[src/rtl/lock_pkg.sv]
// Shared definitions for the button front-end and the electronics_lock it
// feeds: arbiter state encoding, default timing parameters and the symbol
// encoding the lock expects on its b0/b1 inputs.
package lock_pkg;

  typedef enum logic [1:0] {
    IDLE    = 2'd0,
    HELD    = 2'd1,
    BLOCKED = 2'd2
  } arb_state_t;

  localparam int SYNC_STAGES_DEF     = 2;
  localparam int DEBOUNCE_CYCLES_DEF = 4;

  localparam logic SYM0 = 1'b0;
  localparam logic SYM1 = 1'b1;

endpackage

[src/rtl/debounce_channel.sv]
// One push-button channel: synchroniser chain, symmetric debounce counter
// and a registered one-cycle rising-edge flag on the debounced level.
//   clk    system clock
//   reset  synchronous active-low reset
//   raw    raw asynchronous button level
//   deb    debounced level
//   rise   one-cycle flag, debounced level went 0->1 on the previous edge
module debounce_channel
  import lock_pkg::*;
#(
  parameter int SYNC_STAGES     = SYNC_STAGES_DEF,
  parameter int DEBOUNCE_CYCLES = DEBOUNCE_CYCLES_DEF,
  parameter int CNT_W           = $clog2(DEBOUNCE_CYCLES + 1)
) (
  input  logic clk,
  input  logic reset,
  input  logic raw,
  output logic deb,
  output logic rise
);

  logic [SYNC_STAGES-1:0] sync_ff;
  logic                   sync;
  logic [CNT_W-1:0]       cnt;
  logic                   deb_d;

  assign sync = sync_ff[SYNC_STAGES-1];

  always_ff @(posedge clk) begin
    if (!reset) begin
      sync_ff <= '0;
      cnt     <= '0;
      deb     <= 1'b0;
      deb_d   <= 1'b0;
      rise    <= 1'b0;
    end else begin
      sync_ff <= {sync_ff[SYNC_STAGES-2:0], raw};
      // The flip happens on the edge where the count would reach
      // DEBOUNCE_CYCLES, so cnt never holds that value and cannot wrap.
      if (sync != deb) begin
        if (cnt == CNT_W'(DEBOUNCE_CYCLES - 1)) begin
          deb <= sync;
          cnt <= '0;
        end else begin
          cnt <= cnt + CNT_W'(1);
        end
      end else begin
        cnt <= '0;
      end
      deb_d <= deb;
      rise  <= deb & ~deb_d;
    end
  end

endmodule

[src/rtl/button_conditioner.sv]
// Front-end for electronics_lock: debounces two raw buttons and arbitrates
// so that only one press at a time produces a symbol pulse.
//   clk       system clock
//   reset     synchronous active-low reset
//   btn0_raw  raw button 0 (async, active-high, bouncy)
//   btn1_raw  raw button 1 (async, active-high, bouncy)
//   b0        one-cycle pulse, symbol 0 accepted
//   b1        one-cycle pulse, symbol 1 accepted
//   held      arbiter not idle (a button is down or the pair is blocked)
//
// state   | meaning
// IDLE    | no button down, next clean rise is accepted
// HELD    | a symbol was accepted, waiting for both buttons released
// BLOCKED | both rose together, nothing accepted until both released
module button_conditioner
  import lock_pkg::*;
#(
  parameter int SYNC_STAGES     = SYNC_STAGES_DEF,
  parameter int DEBOUNCE_CYCLES = DEBOUNCE_CYCLES_DEF
) (
  input  logic clk,
  input  logic reset,
  input  logic btn0_raw,
  input  logic btn1_raw,
  output logic b0,
  output logic b1,
  output logic held
);

  localparam int CNT_W = $clog2(DEBOUNCE_CYCLES + 1);

  logic deb0, deb1;
  logic rise0, rise1;

  arb_state_t state, state_next;
  logic       b0_next, b1_next;
  logic       sym;

  debounce_channel #(
    .SYNC_STAGES    (SYNC_STAGES),
    .DEBOUNCE_CYCLES(DEBOUNCE_CYCLES),
    .CNT_W          (CNT_W)
  ) u_ch0 (
    .clk  (clk),
    .reset(reset),
    .raw  (btn0_raw),
    .deb  (deb0),
    .rise (rise0)
  );

  debounce_channel #(
    .SYNC_STAGES    (SYNC_STAGES),
    .DEBOUNCE_CYCLES(DEBOUNCE_CYCLES),
    .CNT_W          (CNT_W)
  ) u_ch1 (
    .clk  (clk),
    .reset(reset),
    .raw  (btn1_raw),
    .deb  (deb1),
    .rise (rise1)
  );

  always_comb begin
    state_next = state;
    b0_next    = 1'b0;
    b1_next    = 1'b0;
    sym        = rise1 ? SYM1 : SYM0;
    case (state)
      IDLE: begin
        if (rise0 && rise1) begin
          state_next = BLOCKED;
        end else if (rise0 || rise1) begin
          b0_next    = (sym == SYM0);
          b1_next    = (sym == SYM1);
          state_next = HELD;
        end
      end
      HELD, BLOCKED: begin
        // Rises seen here are deliberately dropped; only a full release
        // re-arms the arbiter.
        if (!deb0 && !deb1) state_next = IDLE;
      end
      default: state_next = IDLE;
    endcase
  end

  always_ff @(posedge clk) begin
    if (!reset) begin
      state <= IDLE;
      b0    <= 1'b0;
      b1    <= 1'b0;
      held  <= 1'b0;
    end else begin
      state <= state_next;
      b0    <= b0_next;
      b1    <= b1_next;
      held  <= (state_next != IDLE);
    end
  end

endmodule

[config.mk]
export PLATFORM = sky130hd
export DESIGN_NAME = button_conditioner
export DESIGN_NICKNAME = d
export VERILOG_FILES = /design/src/rtl/lock_pkg.sv /design/src/rtl/debounce_channel.sv /design/src/rtl/button_conditioner.sv
export SDC_FILE = /design/constraint.sdc
export NUM_CORES = 1
export LEC_CHECK = 0
export BUFFER_PORTS_ARGS = -buffer_cell sky130_fd_sc_hd__buf_2
export CAP_MARGIN = 20
export CORE_UTILIZATION = 49
export CTS_CLUSTER_DIAMETER = 100
export DETAILED_ROUTE_END_ITERATION = 7
export GPL_TIMING_DRIVEN = 0
export PLACE_DENSITY = 0.68
export SETUP_SLACK_MARGIN = 0.5
export SYNTH_ARGS = -nofsm -noshare
export SYNTH_HDL_FRONTEND = slang
export SYNTH_SLANG_ARGS = --single-unit
[constraint.sdc]
create_clock -name clk -period 2.5 [get_ports clk]
set_clock_uncertainty 0.05 [all_clocks]
set_input_delay 0.5 -clock clk [delete_from_list [all_inputs] [get_ports clk]]
set_output_delay 0.5 -clock clk [all_outputs]
set_load 0.01 [all_outputs]
==> results.md <==
Timing:
- Setup repair after global routing left no endpoint under its margin.
- The actual slew at the worst max-slew pin is 0.3430 ns.
- The highest achievable clock rate is 0.7170 GHz.
- The final critical path time including I/O delays and setup is 1.395 ns.
- The post-route clock period utilization is 0.5579.
- The max-slew headroom at the worst pin is 0.7713.
- The setup total negative slack is 0 ns.
- The number of pins exceeding their max-slew limit in the final report is 0.
- Setup violations remaining at the end of the flow were counted as 0.
- The number of endpoints with negative hold slack in the final report is 0.

Cells and area:
- The number of antenna diodes in the final layout is 0.
- From synthesis to final layout, the design area changed by 10.08%.
- The sequential cells in the finished layout cover a total of 420.4 µm².
- After the last flow step, the layout net total stands at 94.
- Counting the fill cells in the layout gives 129.
- The area of the multi-input gates is 310.3 µm².
- The fraction of final layout cells sized beyond drive strength 1 is 0.1325.
- The post-route non-filler standard cell count is 98.

Setup path:
- The signal arrival time at the worst endpoint is 1.53 ns.
- The kind of start point of the critical path is a flip-flop.
- Tracing the worst setup path back leads to its startpoint at state[1].
- The worst setup path is of the reg2reg kind.
- The worst register-to-register path begins at state[1].
- The critical path's slowest cell is dfxtp_1.
- The number of cells on the worst reg-to-reg path is 5.
- Across all register-to-register paths, the minimum setup slack is 1.11 ns.
- The signal on the critical path passes through inv_1, ha_1, and3_2, a31oi_1, a21oi_1.
- In this run the worst path has a maximum fanout of 5.
- The stage delay of the slowest cell on the critical path is 0.43 ns.
- In this run the critical register-to-register path is captured at state[1].
- The data required time at the worst endpoint is 2.64 ns.
- The worst setup path is captured at a flip-flop.

Yosys:
- The Yosys step of the flow raised 0 warnings.
- For this run, the register share of the synthesized area comes to 0.5554.
- The gate count of the mapped netlist is 73.
- In the synthesized netlist the dominant register cell turns out to be dfxtp_1.
- dfxtp_1 takes more of the synthesized area than any other cell.
- The cell area that synthesis handed to floorplanning was 757.0 µm².
- In the post-synthesis netlist, the biggest area contributors are dfxtp_1 (56%), ha_1 (9.9%), and2_1 (5.0%).
- For this run, asynchronously set or reset flops after synthesis account for 0.
- dfxtp_1 is the most common cell in the netlist.
- The number of synthesized register bits is 21.
- The synthesized netlist net count is 83.
- The count of flip-flops with a built-in enable after synthesis is 0.
- The top cell type's share of synthesized area is 0.5554.
- Sorting the synthesized cells by how often they occur yields dfxtp_1 (21), nor2_1 (8), and2_1 (6), ha_1 (6), inv_1 (6).
- The synthesized netlist contains 21 unique library cells.
- The mean instance size in the synthesized netlist is 10.37 µm².

CTS:
- TritonCTS built the clock tree.
- Gates resized during post-CTS repair numbered 0.
- Clock-pin slew was measured on the worst setup and hold paths at 0.11 ns.
- In this run, post-CTS hold repair placed 0 buffers.
- The number of sinks driven by the clock tree is 21.
- The root buffer cell chosen for the clock tree is clkbuf_4.
- In this run, CTS created clock tree buffers numbering 3.
- For the worst-skew pair, the clock arrives at the later sink with an insertion delay of 0.30 ns.
- The maximum clock insertion buffer count is 2.
- Post-CTS timing repair inserted 0 buffers for setup.
- In this run the number of H-tree levels came out at 1.

Global routing:
- The wire length of the first global-routing pass is 1.538 mm.
- The total grt overflow is 0.
- The number of global-route vias before repair is 400.
- The initial antenna violation count was 0.
- The maximum number of pins on one net before global-route repair is 13.
- The global-route total usage across every layer is 0.1465.

Drt:
- After detailed routing, the number of vias per cell comes to 4.969.
- After detailed routing, the total wire length is 1.036 mm.
- The first detailed-routing pass ran for 4 iterations.
- The count of vias placed by the detailed router is 487.
- The average wire length per cell after detail routing is 10.57 µm.
- In the routed design, unresolved DRC markers number 0.
- In this run, the number of DRC markers left after iteration 0 of detailed routing was 4.
- The remaining antenna violation count after routing is 0.

Floorplan:
- The die is 41.31 µm tall.
- For this configuration, the core starts out at a cell density of 0.5540.
- The area enclosed by the die boundary is 0.001706 mm².
- The row count is 13.
- Pin placement for this block handled 7 I/O pins.
- The floorplan step set the die width to 41.31 µm.
- The area of the core is 0.001366 mm².

Place:
- The congestion estimate from routability-driven global placement came to 0.7415.
- In this run the tool buffered the top-level ports with 6 buffer cells.
- The instance count after placement with tap cells included is 94.
- Detailed placement finished with a half-perimeter wire length of 705.7 µm.

Flow run:
- The reported max-cap violation count is 0.

Worst hold path:
- The origin of the worst min-delay path is u_ch1.deb_d.
- The worst min-delay path class is reg2reg.
- The instance count along the most critical hold path is 1.
- The end point of the worst hold path is u_ch1.rise.

Power and ir drop:
- Of the total power, the clock network draws 0.312.
- The share of total power dissipated in combinational logic is 0.023.
- The analysis attributes to net switching a power of 107.2 µW.
- The worst IR drop on VDD is 0.3723 mV.
- The total power per unit cell area is 612.9 mW/mm².
- The design internal power is 403.6 µW.
- Of the total power, the share spent switching nets is 0.2098.
- The share of total power dissipated in sequential elements is 0.666.
- The leakage power is 0.0003643 µW.
- Summing internal, switching and leakage power gives 510.7 µW.

Outcome:
- The flow ran to the end, and the final reports show no timing, DRC or antenna violations.
-- through the flow --
stage	setup slack [ns]	area, µm²	hold slack, ns	utilization
finish	1.105	833.3	0.3397	0.6099
global route	1.016	833.3	0.3456	0.6099
CTS	1.120	833.3	0.3435	0.6099
detailed placement	1.138	805.8	0.3268	0.5897
global placement	1.166	805.8	0.3202	0.5897
floorplan	1.278	757.0	0.3174	-
-- critical path: cells and delay by family (launching register included) --
kind,cells,cell delay (ns)
buf+inv,1,0.06
fa+ha+maj,1,0.24
simple gates,1,0.19
compound gates,2,0.32
flops,1,0.43
-- state kept, by name, indices dropped and copies added, names as in the netlist, 2 cells and up --
signal         count
u_ch1.cnt          3
u_ch0.cnt          3
u_ch0.sync_ff      2
state              2
u_ch1.sync_ff      2
-- metal layers --
| layer | vias to the layer above | track usage | part of all wire |
|---|---|---|---|
| met4 | 0 | 0.1210 | 0.014 |
| met5 | - | 0 | 0 |
| li1 | 260 | - | - |
| met3 | 2 | 0.03191 | 0.036 |
| met1 | 214 | 0.1523 | 0.50 |
| met2 | 11 | 0.2500 | 0.44 |
-- kinds of logic after synthesis --
kind of cell	share of synthesized area
AND/OR/NAND/NOR	0.2099
adder cells (fa/ha/maj)	0.09917
buffers and inverters	0.03470
AO/OA/AOI/OAI	0.05123
XOR/XNOR	0.02314
flip-flops	0.5554
multiplexers	0.02645
-- final cells by class --
type,count,area share
clock inverter,1,0.006006
inverter,6,0.02703
clock buffer,3,0.02703
tap,15,0.02252
multi-input combinational,45,0.3724
sequential,21,0.5045
timing repair buffer,6,0.03604
buffer,1,0.004505
-- power by group through the flow --
stage               Sequential (µW)  Combinational [µW]  Clock (µW)
floorplan                       347                7.51           0
global placement                348                11.4           0
detailed placement              348                11.6           0
CTS                             340                11.6         164
global route                    341                13.0         173
finish                          340                11.5         159
-- worst max-delay path by stage --
stage,to,depth (start not counted)
floorplan,held,5
global placement,b0,4
detailed placement,b0,4
CTS,state[1],5
global route,state[1],5
finish,state[1],5
-- placed cells by master (no fill, tap or decap), drive strengths merged, types with 2 or more instances in the layout --
cell    instances
xor2            2
nor2            8
inv             6
dfxtp          21
nand2           3
clkbuf          4
nand3b          2
nor2b           4
mux2i           2
and2            6
nor3b           2
buf             6
a31oi           2
ha              6
Note: power is estimated with default switching activity, not from simulation.
